**src/rtl/traffic_light_safety_monitor.sv**
```systemverilog
// Receive-side safety checker for the four lamp buses. Passes lamp drives through registered
// and forces a flashing-red pattern after the first encoding, conflict, order, dwell or stall violation.
module traffic_light_safety_monitor #(
    parameter int unsigned MIN_Y      = 3,
    parameter int unsigned MAX_ALLRED = 16,
    parameter int unsigned FLASH_HALF = 4
) (
    input  logic       clk,
    input  logic       rst,
    input  logic [2:0] light_M1,
    input  logic [2:0] light_M2,
    input  logic [2:0] light_MT,
    input  logic [2:0] light_S,
    input  logic       clr,
    output logic [2:0] lamp_M1,
    output logic [2:0] lamp_M2,
    output logic [2:0] lamp_MT,
    output logic [2:0] lamp_S,
    output logic       fault,
    output logic [3:0] fault_code,
    output logic [1:0] fault_lane
);

    localparam int unsigned YW = $clog2(MIN_Y + 2);
    localparam int unsigned AW = $clog2(MAX_ALLRED + 2);
    localparam int unsigned FW = $clog2(FLASH_HALF + 2);

    localparam logic [2:0] RED  = 3'b100;
    localparam logic [2:0] YEL  = 3'b010;
    localparam logic [2:0] GRN  = 3'b001;
    localparam logic [2:0] DARK = 3'b000;

    localparam logic [3:0] FC_NONE     = 4'd0;
    localparam logic [3:0] FC_ENC      = 4'd1;
    localparam logic [3:0] FC_CONFLICT = 4'd2;
    localparam logic [3:0] FC_TRANS    = 4'd3;
    localparam logic [3:0] FC_SHORT_Y  = 4'd4;
    localparam logic [3:0] FC_STALL    = 4'd5;

    localparam logic [YW-1:0] Y_SAT  = YW'(MIN_Y);
    localparam logic [AW-1:0] A_LIM  = AW'(MAX_ALLRED);
    localparam logic [AW-1:0] A_SAT  = AW'(MAX_ALLRED + 1);
    localparam logic [FW-1:0] F_LAST = FW'(FLASH_HALF - 1);

    // Lane order: 0 M1, 1 M2, 2 MT, 3 S
    logic [2:0]    cur    [4];
    logic [2:0]    prev   [4];
    logic [YW-1:0] ycnt   [4];
    logic [YW-1:0] ycnt_d [4];
    logic [2:0]    lamp_d [4];
    logic [AW-1:0] acnt, acnt_d;
    logic [FW-1:0] hcnt, hcnt_d;
    logic          phase, phase_d;
    logic          fault_d;
    logic [3:0]    code_d;
    logic [1:0]    lane_d;
    logic          all_red, viol;
    logic [3:0]    vcode;
    logic [1:0]    vlane;

    assign cur[0] = light_M1;
    assign cur[1] = light_M2;
    assign cur[2] = light_MT;
    assign cur[3] = light_S;

    function automatic logic is_onehot(input logic [2:0] v);
        return (v == RED) || (v == YEL) || (v == GRN);
    endfunction

    function automatic logic legal_step(input logic [2:0] p, input logic [2:0] c);
        return ((p == GRN) && (c == YEL)) || ((p == YEL) && (c == RED)) ||
               ((p == RED) && (c == GRN));
    endfunction

    // Violation detect; later assignments override, so codes are walked from highest to lowest
    always_comb begin
        all_red = 1'b1;
        vcode   = FC_NONE;
        vlane   = 2'd0;
        for (int i = 0; i < 4; i++) all_red = all_red && (cur[i] == RED);
        if (all_red && (acnt >= A_LIM)) begin
            vcode = FC_STALL;
            vlane = 2'd0;
        end
        for (int i = 3; i >= 0; i--) begin
            if ((prev[i] == YEL) && (cur[i] == RED) && (ycnt[i] < Y_SAT)) begin
                vcode = FC_SHORT_Y;
                vlane = 2'(i);
            end
        end
        for (int i = 3; i >= 0; i--) begin
            if (is_onehot(cur[i]) && (cur[i] != prev[i]) && !legal_step(prev[i], cur[i])) begin
                vcode = FC_TRANS;
                vlane = 2'(i);
            end
        end
        if ((cur[3] != RED) && ((cur[0] != RED) || (cur[1] != RED) || (cur[2] != RED))) begin
            vcode = FC_CONFLICT;
            vlane = 2'd3;
        end
        if ((cur[2] != RED) && (cur[1] != RED)) begin
            vcode = FC_CONFLICT;
            vlane = 2'd2;
        end
        for (int i = 3; i >= 0; i--) begin
            if (!is_onehot(cur[i])) begin
                vcode = FC_ENC;
                vlane = 2'(i);
            end
        end
        viol = (vcode != FC_NONE);
    end

    // Next-state: dwell counters, fault latch, flash timing and lamp drive
    always_comb begin
        fault_d = fault;
        code_d  = fault_code;
        lane_d  = fault_lane;
        hcnt_d  = '0;
        phase_d = 1'b0;
        acnt_d  = '0;
        for (int i = 0; i < 4; i++) begin
            ycnt_d[i] = '0;
            lamp_d[i] = cur[i];
        end

        for (int i = 0; i < 4; i++) begin
            if (cur[i] == YEL) ycnt_d[i] = (ycnt[i] == Y_SAT) ? Y_SAT : ycnt[i] + 1'b1;
        end
        if (all_red) acnt_d = (acnt == A_SAT) ? A_SAT : acnt + 1'b1;

        if (viol && (!fault || clr)) begin
            fault_d = 1'b1;
            code_d  = vcode;
            lane_d  = vlane;
        end else if (clr) begin
            fault_d = 1'b0;
            code_d  = FC_NONE;
            lane_d  = 2'd0;
        end

        // Flash phase restarts on red whenever the fault is newly raised
        if (fault_d && fault) begin
            if (hcnt == F_LAST) begin
                hcnt_d  = '0;
                phase_d = ~phase;
            end else begin
                hcnt_d  = hcnt + 1'b1;
                phase_d = phase;
            end
        end

        if (fault_d) begin
            for (int i = 0; i < 4; i++) lamp_d[i] = phase_d ? DARK : RED;
        end
    end

    always_ff @(posedge clk or negedge rst) begin
        if (!rst) begin
            for (int i = 0; i < 4; i++) begin
                prev[i] <= RED;
                ycnt[i] <= '0;
            end
            acnt       <= '0;
            hcnt       <= '0;
            phase      <= 1'b0;
            fault      <= 1'b0;
            fault_code <= FC_NONE;
            fault_lane <= 2'd0;
            lamp_M1    <= RED;
            lamp_M2    <= RED;
            lamp_MT    <= RED;
            lamp_S     <= RED;
        end else begin
            for (int i = 0; i < 4; i++) begin
                prev[i] <= cur[i];
                ycnt[i] <= ycnt_d[i];
            end
            acnt       <= acnt_d;
            hcnt       <= hcnt_d;
            phase      <= phase_d;
            fault      <= fault_d;
            fault_code <= code_d;
            fault_lane <= lane_d;
            lamp_M1    <= lamp_d[0];
            lamp_M2    <= lamp_d[1];
            lamp_MT    <= lamp_d[2];
            lamp_S     <= lamp_d[3];
        end
    end

endmodule

```
**config.mk**
```make
export PLATFORM = sky130hd
export DESIGN_NAME = traffic_light_safety_monitor
export DESIGN_NICKNAME = d
export VERILOG_FILES = /design/src/rtl/traffic_light_safety_monitor.sv
export SDC_FILE = /design/constraint.sdc
export NUM_CORES = 1
export LEC_CHECK = 0
export ABC_CLOCK_PERIOD_IN_PS = 4100
export BUFFER_PORTS_ARGS = -buffer_cell sky130_fd_sc_hd__buf_2
export CAP_MARGIN = 20
export CORE_UTILIZATION = 55
export DETAILED_ROUTE_END_ITERATION = 8
export PLACE_DENSITY = 0.76
export SLEW_MARGIN = 0
export SYNTH_ARGS = -nofsm -noshare
export SYNTH_HDL_FRONTEND = slang
export SYNTH_SLANG_ARGS = --single-unit
```
**constraint.sdc**
```tcl
create_clock -name clk -period 4.1 [get_ports clk]
set_input_delay 0.41 -clock clk [delete_from_list [all_inputs] [get_ports clk]]
set_output_delay 0.41 -clock clk [all_outputs]
set_load 0.01 [all_outputs]
```
==> results of run 1 <==
==> layout make-up <==
class                      count  area, um^2  area share
multi-input combinational    179        1226      0.4235
sequential                    51        1286      0.4443
clock buffer                   7       76.32     0.02636
timing repair buffer          33       180.2     0.06223
clock inverter                 1       5.005    0.001729
tap                           52       65.06     0.02247
inverter                      15       56.30     0.01945
==> logic make-up after synthesis <==
family | Yosys count | share of synthesized area
buf+inv | 28 | 0.05193
mux | 3 | 0.01180
simple gates | 98 | 0.2271
flops | 51 | 0.4854
xor+xnor | 6 | 0.01983
compound gates | 64 | 0.1695
fa+ha+maj | 7 | 0.03305
other cells | 1 | 0.001415
==> power groups by stage <==
stage	Combinational [mW]	Clock (mW)	Sequential, mW
after CTS	0.126	0.278	0.541
after detailed placement	0.125	0	0.551
after global placement	0.124	0	0.550
after floorplan	0.0786	0	0.557
final	0.128	0.271	0.541
after global routing	0.142	0.297	0.544
==> worst max-delay path by stage <==
stage | startpoint | to | slack (ns) | cells after the start
6_report | prev[5]$_DFF_PN1_ | hcnt[2]$_DFF_PN0_ | 1.46 | 6
3_3_place_gp | light_MT[0] | hcnt[2]$_DFF_PN0_ | 1.40 | 7
2_1_floorplan | light_MT[1] | fault_lane[1]$_DFFE_PN0P_ | 1.81 | 8
4_1_cts | prev[5]$_DFF_PN1_ | hcnt[2]$_DFF_PN0_ | 1.47 | 6
3_5_place_dp | light_MT[0] | hcnt[2]$_DFF_PN0_ | 1.37 | 7
5_1_grt | prev[5]$_DFF_PN1_ | lamp_M1[0]$_DFF_PN0_ | 1.33 | 6
==> per-layer routing <==
metal | track usage | up-vias | share of wire
met4 | 0.07778 | 0 | 0.018
met5 | 0 | - | 0
met1 | 0.2879 | 913 | 0.46
li1 | - | 976 | -
met2 | 0.3492 | 38 | 0.47
met3 | 0.04923 | 10 | 0.046
==> stage by stage <==
stage	hold WS (ns)	instances	instance area, um^2
finish	0.04746	338	2895
global route	0.07699	338	2895
CTS	0.2556	337	2875
detailed placement	0.4588	329	2794
global placement	0.4341	329	2794
floorplan	0.1144	258	2650
==> state kept, by name, summed over array words and instances (netlist names) <==
| name | flops |
|---|---|
| phase | 1 |
| lamp_S | 3 |
| prev | 12 |
| lamp_M2 | 3 |
| lamp_M1 | 3 |
| lamp_MT | 3 |
| fault_code | 3 |
| fault_lane | 2 |
| acnt | 5 |
| hcnt | 3 |
| fault | 1 |
| ycnt | 12 |
==> synth_stat cells (all sizes together), types with 2 or more instances <==
cell | count | area [um^2]
or3b | 4 | 35.04
ha | 7 | 87.58
nor2 | 15 | 56.30
a211oi | 2 | 15.01
a21oi | 23 | 115.1
xor2 | 4 | 35.03
o21ba | 2 | 20.02
nor3b | 11 | 82.58
nor4b | 2 | 17.52
nor3 | 7 | 46.30
inv | 15 | 56.30
o21ai | 8 | 43.79
nand2 | 12 | 45.04
o21bai | 5 | 37.54
xnor2 | 2 | 17.52
dfrtp | 43 | 1076
or4b | 2 | 20.02
and2 | 11 | 68.82
nand3 | 7 | 35.03
nand3b | 3 | 35.03
o22ai | 3 | 18.77
dfstp | 8 | 210.2
and3 | 3 | 18.77
or2 | 2 | 12.52
a22o | 3 | 26.28
mux2i | 2 | 20.02
buf | 12 | 77.57
o22a | 2 | 17.52
nand4 | 2 | 12.51
nor4 | 5 | 31.28
nor2b | 6 | 37.54
nand2b | 3 | 18.77
o211ai | 5 | 37.54
==> worst max-delay path: stages, from the launching register on <==
cell and delay [ns]:
dfstp_2 0.55, or3b_1 0.34, a21oi_1 0.28, a2bb2oi_2 0.19, nand4_1 0.46, o31a_4 0.54
and3b_1 0.19
==> run_results.csv, run 1 <==
group,metric,value,unit
sta,min_period_over_period,0.6442,
route,drc_errors,0,
die,die_area,5100,um^2
power,leakagePower,1.307,nW
global_route,antenna_found_initial,0,
sta,finalSetupViolCount,0,
die,ios,34,
sta,skew,0.009181,ns
yosys,synth_edf_count,0,
power,p_switching,0.2369,mW
clock_network,htree_levels,2,
clock_network,cts-resized-gates,0,
yosys,syn_area,2650,um^2
sta,finalCriticalPeriod,2.641,ns
final_layout,layout_common_cells,"dfrtp_1 (43), buf_2 (32), a21oi_1 (23)",
clock_network,post_cts_buffers,0,
setup_path,reg2reg_to,"hcnt[2]$_DFF_PN0_",
route,drt-wirelength-per-cell,14.57,um
power,p_per_area,324.8,nW/um^2
sta,rsz0062_at_grt,"no",
yosys,ys_ff_latch,51,
sta,fmax,378.6,MHz
final_layout,final_util,0.6428,
yosys,async_reset_ff_frac,1.000,
global_route,grt_overflow,0,
sta,hold_viol,0,
yosys,synth_nets,280,
final_layout,n_fill_cell,388,
die,core,4504,um^2
placement,dp_hpwl,3590,um
clock_network,clkSinkCount,51,
setup_path,cp-end-kind,"flop",
placement,pre_cts_ws,1.367,ns
clock_network,cts_tree,"built",
global_route,grt_max_degree,52,
flow_run,max-cap-violations,0,
global_route,grt.total_usage,0.2162,
clock_network,cts_buffers,5,
placement,numPortBuffers,32,
power,p_int,0.7034,mW
route,via_per_inst,5.731,
yosys,synth_cell_type_count,57,
route,routed-via-count,1937,
setup_path,rr_worst_depth,6,
clock_network,hold_buffers,0,
clock_network,clk_path_buf_depth,2,
setup_path,timing.rr.start,"prev[5]$_DFF_PN1_",
yosys,syn_area_per_cell,10.27,um^2
setup_path,cp.required,4.29,ns
yosys,syn_inst,258,
final_layout,syn_to_final_growth,9.254,%
sta,setup_tns,0,ns
final_layout,layout.nets,307,
power,switching_share,0.2520,
route,drtPass1Iterations,4,
setup_path,crit_fanout,11,
route,ant_nets,0,
placement,gp_congestion,0.8149,
sta,worst_pin_slew,0.5989,ns
power,report.power.total,0.9404,mW
die,initial_core_util,0.5883,
route,drtIter0Drc,132,
die,die-height,71.42,um
route,drt_wl_total,4925,um
clock_network,ctsRootBufferMaster,"clkbuf_8",
clock_network,insertion_delay,0.30,ns
yosys,ys_seq_area_frac,0.4854,
yosys,synth_flop_cell,"dfrtp_1",
setup_path,arrival,2.84,ns
die,die_w,71.42,um
setup_path,critPathLaunchType,"flop",
final_layout,layout_commonest_cell,"dfrtp_1",
global_route,grt_pass1_wl,8404,um
sta,maxSlewViolCount,0,
setup_path,rrSetupSlack,1.46,ns
global_route,grt_pass1_vias,1811,
sta,max_slew_margin,0.5999,
clock_network,clk_pin_slew,0.09,ns
sta,fin_ws,1.459,ns
worst_hold_path,hp-class,"in -> async",
final_layout,drive_gt1_frac,0.2063,
setup_path,worstSetupPathType,"reg -> reg",
yosys,ys_warn_count,0,
outcome,outcome,"complete, no violations",
power,combPwrFrac,0.136,
power,pwr-share-seq,0.575,
die,rows,24,
final_layout,insertedDiodeCount,0,
power,p_clk_frac,0.289,
power,irDropWorstVdd,0.1982,mV
Note: power is estimated with default switching activity, not from simulation.
==> run 2: changes to the inputs <==
--- a/config.mk
+++ b/config.mk
@@ -5,7 +5,8 @@
 export SDC_FILE = /design/constraint.sdc
 export NUM_CORES = 1
 export LEC_CHECK = 0
-export ABC_CLOCK_PERIOD_IN_PS = 4100
+export ABC_AREA = 1
+export ABC_CLOCK_PERIOD_IN_PS = 2600
 export BUFFER_PORTS_ARGS = -buffer_cell sky130_fd_sc_hd__buf_2
 export CAP_MARGIN = 20
 export CORE_UTILIZATION = 55
==> constraint.sdc (replaced) <==
create_clock -name clk -period 2.6 [get_ports clk]
set_input_delay 0.26 -clock clk [delete_from_list [all_inputs] [get_ports clk]]
set_output_delay 0.26 -clock clk [all_outputs]
set_load 0.01 [all_outputs]
==> run_results.csv, run 2 <==
group,metric,value,unit
yosys,synth.most_common_cell,"nand2_1",
yosys,ys_seq_area_frac,0.4450,
yosys,synth_area_leaders,"dfrtp_1 (37%), nand2_1 (9.7%), dfstp_2 (7.3%)",
flow_run,max-cap-violations,0,
setup_path,path_delay_family,"simple AND/OR/NAND/NOR gates",
die,die_w,74.49,um
setup_path,cpMaxStageDelayCell,"dfstp_2",
clock_network,cts_tree,"built",
sta,skew,0.007611,ns
final_layout,layout_common_cells,"nand2_1 (75), inv_1 (43), dfrtp_1 (43)",
clock_network,cts-resized-gates,0,
yosys,synth_nets,369,
route,drtPass1Iterations,5,
clock_network,htree_levels,2,
setup_path,arrival,2.34,ns
setup_path,path_cells,"nor2_1 > nand4_1 > nand2_1 > nor3_1 > inv_1 > nor2_4 > nand4_4 > nand3_2 > nand2_1 > inv_1",
yosys,syn_area,2890,um^2
sta,worst_pin_slew,0.5109,ns
die,die_area,5549,um^2
sta,min_period_over_period,0.8056,
final_layout,layout.nets,409,
yosys,syn_area_per_cell,8.329,um^2
sta,maxSlewViolCount,0,
worst_hold_path,hp-class,"in -> reg",
clock_network,insertion_delay,0.29,ns
yosys,synth_edf_count,0,
route,drt-wirelength-per-cell,11.47,um
route,ant_nets,0,
die,rows,26,
placement,dp_hpwl,4000,um
sta,max_slew_margin,0.6594,
setup_path,slowest_delay,0.56,ns
route,via_per_inst,4.932,
global_route,grt_pass1_vias,2136,
route,drt_wl_total,5252,um
setup_path,crit_buf_inv,2,
final_layout,insertedDiodeCount,0,
final_layout,drive_gt1_frac,0.2732,
die,initial_core_util,0.5695,
global_route,grt_pass1_wl,8838,um
outcome,outcome,"complete, no violations",
clock_network,clk_pin_slew,0.09,ns
yosys,synth_top_area_share,0.3723,
clock_network,cts_buffers,5,
final_layout,syn_to_final_growth,12.38,%
clock_network,clkSinkCount,51,
setup_path,cp.required,2.84,ns
route,drtIter0Drc,68,
die,ios,34,
global_route,grt_max_degree,50,
global_route,grt_overflow,0,
sta,hold-worst-slack,0.07311,ns
yosys,synth_flop_cell,"dfrtp_1",
yosys,syn_inst,347,
clock_network,clk_path_buf_depth,2,
route,routed-via-count,2259,
sta,finalSetupViolCount,0,
setup_path,cp-end-kind,"flop",
yosys,ys_ff_latch,51,
final_layout,final_cell_area,3248,um^2
final_layout,layout_commonest_cell,"nand2_1",
power,leakagePower,1.727,nW
setup_path,worstSetupPathType,"reg -> reg",
power,p_per_area,490.1,nW/um^2
placement,post_dp_cell_area,3118,um^2
yosys,yosys.area.top_type,"dfrtp_1",
global_route,antenna_found_initial,0,
die,core,5075,um^2
sta,rsz0062_at_grt,"no",
yosys,synth_commonest_cells,"nand2_1 (75), dfrtp_1 (43), inv_1 (43), nand3_1 (33), nor2_1 (33)",
yosys,synth_cell_type_count,32,
final_layout,n_fill_cell,445,
final_layout,top_regs,"prev (12), ycnt (12), acnt (5)",
sta,fmax,477.4,MHz
sta,setup_tns,0,ns
global_route,grt.total_usage,0.2104,
power,irDropWorstVdd,0.2526,mV
route,drc_errors,0,
placement,numPortBuffers,32,
sta,finalCriticalPeriod,2.095,ns
yosys,async_reset_ff_frac,1.000,
yosys,ys_warn_count,0,
setup_path,critPathLaunchType,"flop",
die,die-height,74.49,um
setup_path,crit_fanout,12,
placement,gp_congestion,0.9414,
clock_network,ctsRootBufferMaster,"clkbuf_8",
sta,hold_viol,0,
run 2: changes by cell type after synthesis, sizes merged, moves of 11 or more:
cell	delta
nand2	+71
inv	+41
nand3	+39
nor2	+36
and2	-11
nor3b	-11
run 2: layout make-up:
type,instances,area [um^2],share of cell area
multi-input cells,237,1363,0.4195
flip-flops and latches,51,1286,0.3960
inverters,57,214.0,0.06587
repair buffers,35,197.7,0.06086
clock buffers,8,100.1,0.03082
well taps,70,87.58,0.02696
run 2: path summary, 6_finish.rpt:
kind	startpoint	end	slack, ns	cells past startpoint
worst max register to register	prev[11]$_DFF_PN1_	lamp_M2[2]$_DFF_PN1_	0.51	10
worst min register to register	hcnt[0]$_DFF_PN0_	hcnt[0]$_DFF_PN0_	0.46	1
worst max-delay path	prev[11]$_DFF_PN1_	lamp_M2[2]$_DFF_PN1_	0.51	10
min in group asynchronous	rst	prev[1]$_DFF_PN0_	0.46	2
max in group asynchronous	rst	lamp_MT[2]$_DFF_PN1_	1.42	4
worst min-delay path	light_S[2]	prev[2]$_DFF_PN1_	0.07	1
run 2: cell families (layout without fill, tap and decap cells):
group                    Yosys count  in the layout  share of synthesized area
buffers and inverters             59            100                    0.08355
flip-flops                        51             51                     0.4450
AO/OA/AOI/OAI                     22             22                    0.04502
other                              1              1                   0.001297
XOR/XNOR                           8              8                    0.02424
AND/OR/NAND/NOR                  199            199                     0.3706
adder cells (fa/ha/maj)            7              7                    0.03030
run 2: worst register-to-register path: stages, from the launching register on:
cell,delay (ns)
dfstp_2,0.56
nor2_1,0.06
nand4_1,0.18
nand2_1,0.10
nor3_1,0.23
inv_1,0.13
nor2_4,0.15
nand4_4,0.31
nand3_2,0.22
nand2_1,0.07
inv_1,0.05
run 2: power by group:
group / switching [mW] / total, mW / leakage (nW) / internal, mW
Sequential: 0.0185 / 0.859 / 0.651 / 0.841
Clock: 0.236 / 0.479 / 0.0515 / 0.243
Combinational: 0.165 / 0.254 / 1.02 / 0.0893
Total: 0.419 / 1.59 / 1.73 / 1.17
run 2: what timing repair did:
action,in CTS,in global routing
endpoints found under the hold margin,0,18
setup buffers,0,0
hold buffers,0,1
run 2: routing by layer:
metal / global-route usage / share of wire / up-vias
met5: 0 / 0 / -
met4: 0.09224 / 0.0093 / 0
met3: 0.03117 / 0.027 / 4
met2: 0.3724 / 0.52 / 36
met1: 0.2535 / 0.45 / 1049
li1: - / - / 1170
run 2: stage by stage:
stage / util / instances / setup slack [ns] / power [mW]
after floorplan: - / 347 / 0.8285 / 1.041
after global placement: 0.6144 / 448 / 0.4977 / 1.119
after detailed placement: 0.6144 / 448 / 0.4333 / 1.126
after CTS: 0.6341 / 456 / 0.4648 / 1.610
after global routing: 0.6400 / 458 / 0.2400 / 1.672
final: 0.6400 / 458 / 0.5053 / 1.592
